## src/rtl/core_mem_pkg.sv

```systemverilog
// Shared definitions for the core memory port: response ownership and bus widths.
package core_mem_pkg;

    localparam int unsigned ADDR_W_DEFAULT = 12;
    localparam int unsigned DATA_W         = 32;
    localparam int unsigned BE_W           = DATA_W / 8;
    localparam int unsigned STARVE_W       = 4;

    typedef enum logic [1:0] {
        OWN_NONE = 2'd0,
        OWN_IF   = 2'd1,
        OWN_D    = 2'd2
    } resp_owner_e;

endpackage

```

## src/rtl/mem_port_arbiter_if.sv

```systemverilog
// Fetch, load/store and memory-side signals of the shared single-port memory.
interface mem_port_arbiter_if
    import core_mem_pkg::*;
#(
    parameter int unsigned ADDR_W = ADDR_W_DEFAULT
);

    logic              if_req;
    logic [31:0]       if_addr;
    logic              if_gnt;
    logic              if_rvalid;
    logic [DATA_W-1:0] if_rdata;

    logic              d_req;
    logic              d_we;
    logic [BE_W-1:0]   d_be;
    logic [31:0]       d_addr;
    logic [DATA_W-1:0] d_wdata;
    logic              d_gnt;
    logic              d_rvalid;
    logic [DATA_W-1:0] d_rdata;

    logic              mem_en;
    logic [BE_W-1:0]   mem_we;
    logic [ADDR_W-1:0] mem_addr;
    logic [DATA_W-1:0] mem_wdata;
    logic [DATA_W-1:0] mem_rdata;

    // Requesters and memory model side.
    modport master (
        output if_req, if_addr, d_req, d_we, d_be, d_addr, d_wdata, mem_rdata,
        input  if_gnt, if_rvalid, if_rdata, d_gnt, d_rvalid, d_rdata,
        input  mem_en, mem_we, mem_addr, mem_wdata
    );

    // Arbiter side.
    modport slave (
        input  if_req, if_addr, d_req, d_we, d_be, d_addr, d_wdata, mem_rdata,
        output if_gnt, if_rvalid, if_rdata, d_gnt, d_rvalid, d_rdata,
        output mem_en, mem_we, mem_addr, mem_wdata
    );

endinterface

```

## src/rtl/mem_port_arbiter.sv

```systemverilog
// Arbitrates fetch and load/store onto one synchronous-read memory port; data has
// priority, a starvation counter guarantees fetch progress, responses are steered back.
module mem_port_arbiter
    import core_mem_pkg::*;
#(
    parameter int unsigned ADDR_W     = ADDR_W_DEFAULT,
    parameter int unsigned STARVE_MAX = 4
) (
    input  logic              clk,
    input  logic              rst_n,
    mem_port_arbiter_if.slave bus
);

    localparam logic [STARVE_W-1:0] STARVE_LIM = STARVE_W'(STARVE_MAX);

    resp_owner_e         owner_q, owner_d;
    logic [STARVE_W-1:0] starve_q, starve_d;

    logic                fetch_wins;
    logic                if_gnt_c;
    logic                d_gnt_c;
    logic                mem_en_c;
    logic [BE_W-1:0]     mem_we_c;
    logic [ADDR_W-1:0]   mem_addr_c;
    logic [DATA_W-1:0]   mem_wdata_c;

    // Byte offset and bits above the memory size alias onto the word index.
    logic unused_addr_bits;
    assign unused_addr_bits = ^{bus.if_addr[31:ADDR_W+2], bus.if_addr[1:0],
                                bus.d_addr[31:ADDR_W+2],  bus.d_addr[1:0]};

    always_ff @(posedge clk or negedge rst_n) begin
        if (!rst_n) begin
            owner_q  <= OWN_NONE;
            starve_q <= '0;
        end else begin
            owner_q  <= owner_d;
            starve_q <= starve_d;
        end
    end

    // Grant selection, memory drive, starvation and response-owner next state.
    always_comb begin
        fetch_wins  = 1'b0;
        if_gnt_c    = 1'b0;
        d_gnt_c     = 1'b0;
        mem_en_c    = 1'b0;
        mem_we_c    = '0;
        mem_addr_c  = '0;
        mem_wdata_c = '0;
        starve_d    = starve_q;
        owner_d     = OWN_NONE;

        fetch_wins = bus.if_req && (starve_q == STARVE_LIM);

        if (rst_n) begin
            if (bus.d_req && !fetch_wins) begin
                d_gnt_c = 1'b1;
            end else if (bus.if_req) begin
                if_gnt_c = 1'b1;
            end
        end

        if (if_gnt_c) begin
            mem_en_c   = 1'b1;
            mem_addr_c = bus.if_addr[ADDR_W+1:2];
            owner_d    = OWN_IF;
        end else if (d_gnt_c) begin
            mem_en_c    = 1'b1;
            mem_addr_c  = bus.d_addr[ADDR_W+1:2];
            mem_wdata_c = bus.d_wdata;
            if (bus.d_we) begin
                mem_we_c = bus.d_be;
            end else begin
                owner_d = OWN_D;
            end
        end

        if (!bus.if_req || if_gnt_c) begin
            starve_d = '0;
        end else if (d_gnt_c && (starve_q < STARVE_LIM)) begin
            starve_d = starve_q + STARVE_W'(1);
        end
    end

    assign bus.if_gnt    = if_gnt_c;
    assign bus.d_gnt     = d_gnt_c;
    assign bus.mem_en    = mem_en_c;
    assign bus.mem_we    = mem_we_c;
    assign bus.mem_addr  = mem_addr_c;
    assign bus.mem_wdata = mem_wdata_c;

    // Read data is shared; only the owner's rvalid qualifies it.
    assign bus.if_rvalid = (owner_q == OWN_IF);
    assign bus.d_rvalid  = (owner_q == OWN_D);
    assign bus.if_rdata  = bus.mem_rdata;
    assign bus.d_rdata   = bus.mem_rdata;

endmodule

```

## src/flat_wrapper.sv

```systemverilog
// flat-port wrapper written by rule: the top's interface ports become plain ports
module mem_port_arbiter_flat import core_mem_pkg::*;
#(
    parameter int unsigned ADDR_W     = ADDR_W_DEFAULT,
    parameter int unsigned STARVE_MAX = 4
)
  (clk, rst_n, bus_if_req, bus_if_addr, bus_d_req, bus_d_we, bus_d_be, bus_d_addr, bus_d_wdata, bus_mem_rdata, bus_if_gnt, bus_if_rvalid, bus_if_rdata, bus_d_gnt, bus_d_rvalid, bus_d_rdata, bus_mem_en, bus_mem_we, bus_mem_addr, bus_mem_wdata);
  mem_port_arbiter_if #(.ADDR_W(ADDR_W)) bus_i ();
  input  logic clk;
  input  logic rst_n;
  input wire logic [$bits(bus_i.if_req)-1:0] bus_if_req;
  input wire logic [$bits(bus_i.if_addr)-1:0] bus_if_addr;
  input wire logic [$bits(bus_i.d_req)-1:0] bus_d_req;
  input wire logic [$bits(bus_i.d_we)-1:0] bus_d_we;
  input wire logic [$bits(bus_i.d_be)-1:0] bus_d_be;
  input wire logic [$bits(bus_i.d_addr)-1:0] bus_d_addr;
  input wire logic [$bits(bus_i.d_wdata)-1:0] bus_d_wdata;
  input wire logic [$bits(bus_i.mem_rdata)-1:0] bus_mem_rdata;
  output wire logic [$bits(bus_i.if_gnt)-1:0] bus_if_gnt;
  output wire logic [$bits(bus_i.if_rvalid)-1:0] bus_if_rvalid;
  output wire logic [$bits(bus_i.if_rdata)-1:0] bus_if_rdata;
  output wire logic [$bits(bus_i.d_gnt)-1:0] bus_d_gnt;
  output wire logic [$bits(bus_i.d_rvalid)-1:0] bus_d_rvalid;
  output wire logic [$bits(bus_i.d_rdata)-1:0] bus_d_rdata;
  output wire logic [$bits(bus_i.mem_en)-1:0] bus_mem_en;
  output wire logic [$bits(bus_i.mem_we)-1:0] bus_mem_we;
  output wire logic [$bits(bus_i.mem_addr)-1:0] bus_mem_addr;
  output wire logic [$bits(bus_i.mem_wdata)-1:0] bus_mem_wdata;
  assign bus_i.if_req = bus_if_req;
  assign bus_i.if_addr = bus_if_addr;
  assign bus_i.d_req = bus_d_req;
  assign bus_i.d_we = bus_d_we;
  assign bus_i.d_be = bus_d_be;
  assign bus_i.d_addr = bus_d_addr;
  assign bus_i.d_wdata = bus_d_wdata;
  assign bus_i.mem_rdata = bus_mem_rdata;
  assign bus_if_gnt = bus_i.if_gnt;
  assign bus_if_rvalid = bus_i.if_rvalid;
  assign bus_if_rdata = bus_i.if_rdata;
  assign bus_d_gnt = bus_i.d_gnt;
  assign bus_d_rvalid = bus_i.d_rvalid;
  assign bus_d_rdata = bus_i.d_rdata;
  assign bus_mem_en = bus_i.mem_en;
  assign bus_mem_we = bus_i.mem_we;
  assign bus_mem_addr = bus_i.mem_addr;
  assign bus_mem_wdata = bus_i.mem_wdata;
  mem_port_arbiter #(.ADDR_W(ADDR_W), .STARVE_MAX(STARVE_MAX)) u_core (.clk(clk), .rst_n(rst_n), .bus(bus_i));
endmodule
```

## config.mk

```make
export PLATFORM = sky130hd
export DESIGN_NAME = mem_port_arbiter_flat
export DESIGN_NICKNAME = d
export VERILOG_FILES = /design/src/rtl/core_mem_pkg.sv /design/src/rtl/mem_port_arbiter_if.sv /design/src/rtl/mem_port_arbiter.sv /design/src/flat_wrapper.sv
export SDC_FILE = /design/constraint.sdc
export NUM_CORES = 1
export LEC_CHECK = 0
export ABC_CLOCK_PERIOD_IN_PS = 1700
export CAP_MARGIN = 20
export CORE_AREA = 2 2 97 99
export DETAILED_ROUTE_END_ITERATION = 12
export DIE_AREA = 0 0 99 101
export PLACE_DENSITY = 0.62
export SETUP_SLACK_MARGIN = 0.5
export SLEW_MARGIN = 20
export SYNTH_ARGS = -nofsm -noshare
export SYNTH_HDL_FRONTEND = slang
export SYNTH_SLANG_ARGS = --single-unit
```

## constraint.sdc

```tcl
create_clock -name clk -period 1.7 [get_ports clk]
set_input_delay 0.17 -clock clk [delete_from_list [all_inputs] [get_ports clk]]
set_output_delay 0.17 -clock clk [all_outputs]
set_load 0.02 [all_outputs]
```

==> results_dict.tcl, run 1 <==
set metrics [dict create \
    final_common_cell "clkdlybuf4s50_1" \
    path_class "reg -> out" \
    critPathCaptureType "output port" \
    drv_cap 0 \
    finalPower_mw 0.906 \
    clock_path_buffers 2 \
    synth_top_flop_cell "dfrtp_1" \
    via_count 1184 \
    initialDrtViolationCount 17 \
    rows 35 \
    power_switching_share 0.289 \
    pre_cts_slack_ps -497 \
    combPwrFrac 0.603 \
    finalCriticalPeriod_ps 1880 \
    diodes 0 \
    rsz0062_at_grt "yes" \
    hold_path.class "in -> async" \
    slowest_stage "dfrtp_1" \
    fill_cells 955 \
    fin_ws_ps -179 \
    grt_pass1_vias 1241 \
    dpl-instance-area_um2 2340 \
    critPathBufInv 3 \
    syn_nets 288 \
    finalWirelength_mm 4.07 \
    cp_max_fo 8 \
    p_int_mw 0.644 \
    async_flop_share 1.00 \
    power.leakage_nw 1.17 \
    gp_congestion 0.699 \
    syn-instance-count 149 \
    whs_ps 41.9 \
    layout_common_cells "clkdlybuf4s50_1 (61), buf_6 (54), and2_4 (32), buf_4 (19), a22o_4 (9)" \
    synth-edff-count 0 \
    clock_sinks 6 \
    die_area_um2 10000 \
    hpwl_mm 3.47 \
    core-area_um2 8980 \
    ant_nets 0 \
    slowest_delay_ps 390 \
    grt_pass1_wl_mm 5.93 \
    drc_errors 0 \
    slew_violations 0 \
    finish.instance_area_um2 2540 \
    chipHeight_um 101 \
    violations "negative setup slack" \
    clock_latency_ps 220 \
    critPathLaunchType "register" \
    cts_hold_buf 0 \
    path_clk_slew_ps 40 \
    finalSetupViolations 49 \
    drt_first_pass_iters 2 \
    cts_tree "done" \
    clock_skew_ps 1.62 \
    power.share.clock 0.232 \
    status "complete, but fails checks" \
    yosysWarnings 0 \
    cts_root_buffer "clkbuf_8" \
    vias_per_cell 3.53 \
    syn-cell-area_um2 1240 \
    worstMarginPinSlew_ps 250 \
    ir_drop_v 0.000253 \
    cts_buffers 3 \
    htree_levels 1 \
    portBuffers 117 \
    grt_max_degree 30 \
    area_growth_pct 105 \
    initial_utilization 0.138 \
    antenna_found_initial 0 \
    seq_power_share 0.166 \
    layout.nets 365 \
    path_cells "inv_2, ha_4, nand3b_4, o21ba_4, buf_12, a22o_4, buf_6" \
    wl_per_cell_um 12.1 \
    fmax_mhz 532 \
    synth_cell_types 23 \
    drive_above_1_share 0.616 \
    switchingPower_mw 0.262 \
    setup_tns_ps -5690 \
    fin_util 0.283 \
    syn_avg_cell_area_um2 8.31 \
    finalCritPeriodShare 1.11 \
    die_w_um 99 \
    grt_usage 0.0738 \
    yosysSeqAreaShare 0.121 \
    max_slew_margin 0.833 \
    grt.overflow.total 0 \
    yosys_register_bits 6 \
    final_hold_viol_count 0 \
    worst_ep_arrival_time_ps 1710 \
    required_ps 1530 \
    critPathTopFamily "compound AO/OA/AOI/OAI gates" \
    fin_cells 335 \
    powerDensity_nw_per_um2 356 \
    place_inst 325 \
    pin_count 254 \
]
worst paths after layout:
| check | slack, ps | cells after the start | endpoint | start |
|---|---|---|---|---|
| setup / recovery | -180 | 7 | bus_mem_addr[10] | u_core.starve_q[0] |
| hold / removal | 40 | 2 | u_core.starve_q[0] | rst_n |
| setup reg to reg | 320 | 6 | u_core.owner_q[1] | u_core.starve_q[0] |
| hold reg to reg | 630 | 2 | u_core.starve_q[3] | u_core.starve_q[3] |
| max in group asynchronous | 1540 | 2 | u_core.starve_q[1] | rst_n |
| min in group clk | 340 | 0 | bus_d_rdata[23] | bus_mem_rdata[23] |
final cells by class:
| class | count | area (µm²) | share of cell area |
|---|---|---|---|
| repair buffers | 142 | 1460 | 0.575 |
| multi-input cells | 69 | 737 | 0.290 |
| clock buffers | 3 | 41.3 | 0.0162 |
| flip-flops and latches | 6 | 150 | 0.0590 |
| well taps | 111 | 139 | 0.0546 |
| inverters | 4 | 15.0 | 0.00590 |
power by group through the flow:
stage / Combinational, mW / Sequential (mW) / Clock, mW
after floorplan: 0.426 / 0.151 / 0
after global placement: 0.508 / 0.151 / 0
after detailed placement: 0.511 / 0.151 / 0
after CTS: 0.524 / 0.150 / 0.216
after global routing: 0.578 / 0.150 / 0.231
final: 0.546 / 0.150 / 0.210
layer usage:
layer	part of all wire	global-route usage	vias to the layer above
met5	0	0	-
met4	0.017	0.0179	0
met3	0.14	0.0333	11
met2	0.50	0.136	95
met1	0.35	0.0766	511
li1	-	-	567
what timing repair did:
item,CTS,global route
resized for setup,306,23
endpoints found under the hold margin,0,0
pin swaps,5,12
cloned,0,1
buffers inserted,2,4
setup endpoints to repair,59,58
sequential cells by signal (all words and copies together), names as in the netlist:
signal           flops
u_core.owner_q       2
u_core.starve_q      4
logic make-up (layout without fill, tap and decap cells):
logic type	count (synthesis)	after routing	share of synthesized area
buffers and inverters	74	149	0.445
and+or+nand+nor	48	48	0.252
AOI/OAI and AO/OA	17	17	0.146
DFF	6	6	0.121
adders and majority gates	2	2	0.0202
xor gates and xnor gates	1	1	0.00707
muxes	1	1	0.00808
cell usage after synthesis (2+ instances only):
library cell | instances | share of area
and3_1 | 5 | 0.025
nor3_1 | 2 | 0.0081
ha_1 | 2 | 0.020
nor2_1 | 2 | 0.0061
dfrtp_1 | 6 | 0.12
buf_4 | 67 | 0.41
a22o_4 | 2 | 0.028
inv_1 | 4 | 0.012
nor2b_1 | 3 | 0.015
a22o_1 | 10 | 0.071
and2_1 | 32 | 0.16
buf_6 | 3 | 0.027
Power figures use the tool's default switching activity.
==> run 2: changes to the inputs <==
SETUP_SLACK_MARGIN = 0.05   (was 0.5)
==> run 2 against run 1 <==
  * The flow still finishes with violations (negative setup slack)
  * Register-to-register slack got worse by 30 ps
  * Sequential cell count unchanged
  * Clock power about the same
  * Non-clock buffer count decreased by 5
  * Maximum frequency is 0.69% lower
  * Die area did not move
  * Utilization is 4.2 points lower
  * Count of clock-buffer cells in the layout is the same
  * Via count is 3.0% lower
  * First-iteration DRC count shrank 59%
==> results_dict.tcl, run 2 (same netlist as run 1, synthesis figures left out) <==
set metrics [dict create \
    wl_per_cell_um 12.3 \
    dpl-instance-area_um2 2140 \
    htree_levels 1 \
    final_common_cell "clkdlybuf4s50_1" \
    cp_max_fo 27 \
    vias_per_cell 3.48 \
    grt.overflow.total 0 \
    worstMarginPinSlew_ps 242 \
    grt_max_degree 28 \
    drt_first_pass_iters 4 \
    crit_start "u_core.starve_q[1]" \
    die_area_um2 10000 \
    area_growth_pct 75.3 \
    clock_path_buffers 2 \
    hold_path.class "in -> async" \
    drv_cap 0 \
    required_ps 1530 \
    fmax_mhz 529 \
    reg2reg_depth 7 \
    status "complete, but fails checks" \
    finalWirelength_mm 4.06 \
    ir_drop_v 0.000137 \
    diodes 0 \
    finalCriticalPeriod_ps 1890 \
    drive_above_1_share 0.425 \
    chipHeight_um 101 \
    gp_congestion 0.847 \
    antenna_found_initial 0 \
    rows 35 \
    grt_pass1_wl_mm 5.95 \
    drc_errors 0 \
    fin_ws_ps -192 \
    slowest_delay_ps 380 \
    largest_register_ffs 4 \
    finish.instance_area_um2 2170 \
    layout.nets 360 \
    clock_latency_ps 220 \
    rsz0062_at_grt "yes" \
    initialDrtViolationCount 7 \
    path_clk_slew_ps 40 \
    final_hold_viol_count 0 \
    core-area_um2 8980 \
    violations "negative setup slack" \
    max_slew_margin 0.838 \
    critPathLaunchType "register" \
    critPathBufInv 3 \
    cts_buffers 3 \
    powerDensity_nw_per_um2 378 \
    reg_top3 "u_core.starve_q x4, u_core.owner_q x2" \
    critPathCaptureType "output port" \
    finalCritPeriodShare 1.11 \
    clock_skew_ps 4.60 \
    grt_pass1_vias 1188 \
    slew_violations 0 \
    critPathTopFamily "compound AO/OA/AOI/OAI gates" \
    path_cells "inv_2, ha_4, nand3b_4, o21ba_4, buf_12, a22o_1, buf_2" \
    largest_register "u_core.starve_q" \
    cts_root_buffer "clkbuf_8" \
    hpwl_mm 3.44 \
    grt_usage 0.0739 \
    finalPower_mw 0.820 \
    reg2reg_to "u_core.starve_q[3]" \
    die_w_um 99 \
    slowest_stage "dfrtp_1" \
    path_class "reg -> out" \
    pin_count 254 \
    pre_cts_slack_ps -526 \
    power.leakage_nw 1.04 \
    layout_common_cells "clkdlybuf4s50_1 (66), buf_2 (28), and2_1 (21), buf_6 (21), buf_4 (17)" \
    via_count 1149 \
    portBuffers 117 \
    ant_nets 0 \
    fin_util 0.242 \
    worst_ep_arrival_time_ps 1720 \
    finalSetupViolations 46 \
    clock_sinks 6 \
    r2r-start "u_core.starve_q[1]" \
    cts_tree "done" \
    reg2reg_setup_slack_ps 290 \
    initial_utilization 0.138 \
]
[run 2: changes by cell type in the layout (fill, tap and decap cells not counted), moves of 2 or more]
cell,delta
and2_4,-21
and3_4,-4
buf_2,+26
a22o_1,+7
buf_4,-2
dlygate4sd2_1,-2
clkdlybuf4s50_1,+5
and2_1,+21
a22o_4,-7
and3_1,+4
buf_6,-33
[run 2: layout make-up]
cell class                 instances  area [µm²]
clock buffer                       3        41.3
timing repair buffer             137        1250
tap                              111         139
sequential                         6         150
multi-input combinational         69         577
fill                             959        6810
inverter                           4        15.0
[run 2: worst max path at each step]
stage | endpoint | depth (start not counted)
final | bus_mem_addr[8] | 7
after detailed placement | bus_mem_addr[4] | 6
after floorplan | bus_mem_addr[10] | 6
after global placement | bus_mem_addr[3] | 6
after global routing | bus_mem_addr[8] | 7
after CTS | bus_mem_addr[8] | 7
[run 2: power breakdown]
part           leakage (nW)  total (mW)  internal, mW  switching, mW
sequential           0.0823       0.149         0.147        0.00196
clock                0.0216       0.213         0.152         0.0611
combinational         0.939       0.457         0.279          0.178
[run 2: routing by layer]
metal / up-vias / part of all wire / global-route usage
li1: 558 / - / -
met1: 487 / 0.34 / 0.0777
met2: 75 / 0.50 / 0.130
met3: 29 / 0.12 / 0.0229
met4: 0 / 0.041 / 0.0432
met5: - / 0 / 0
[run 2: what timing repair did]
action / CTS / global route
setup buffers: 5 / 1
gates resized for setup: 253 / 10
gates cloned: 1 / 0
pin swaps: 11 / 1
hold endpoints to repair: 0 / 0
endpoints found under the setup margin: 51 / 50
hold buffers: 0 / 0
[run 2: through the flow]
step | TNS (ps) | hold WS [ps] | instances
global placement | -21250 | 340 | 321
global route | -8840 | 333 | 330
detailed placement | -22420 | 340 | 321
CTS | -6010 | 301 | 330
finish | -5240 | 311 | 330
floorplan | 0 | -126 | 149
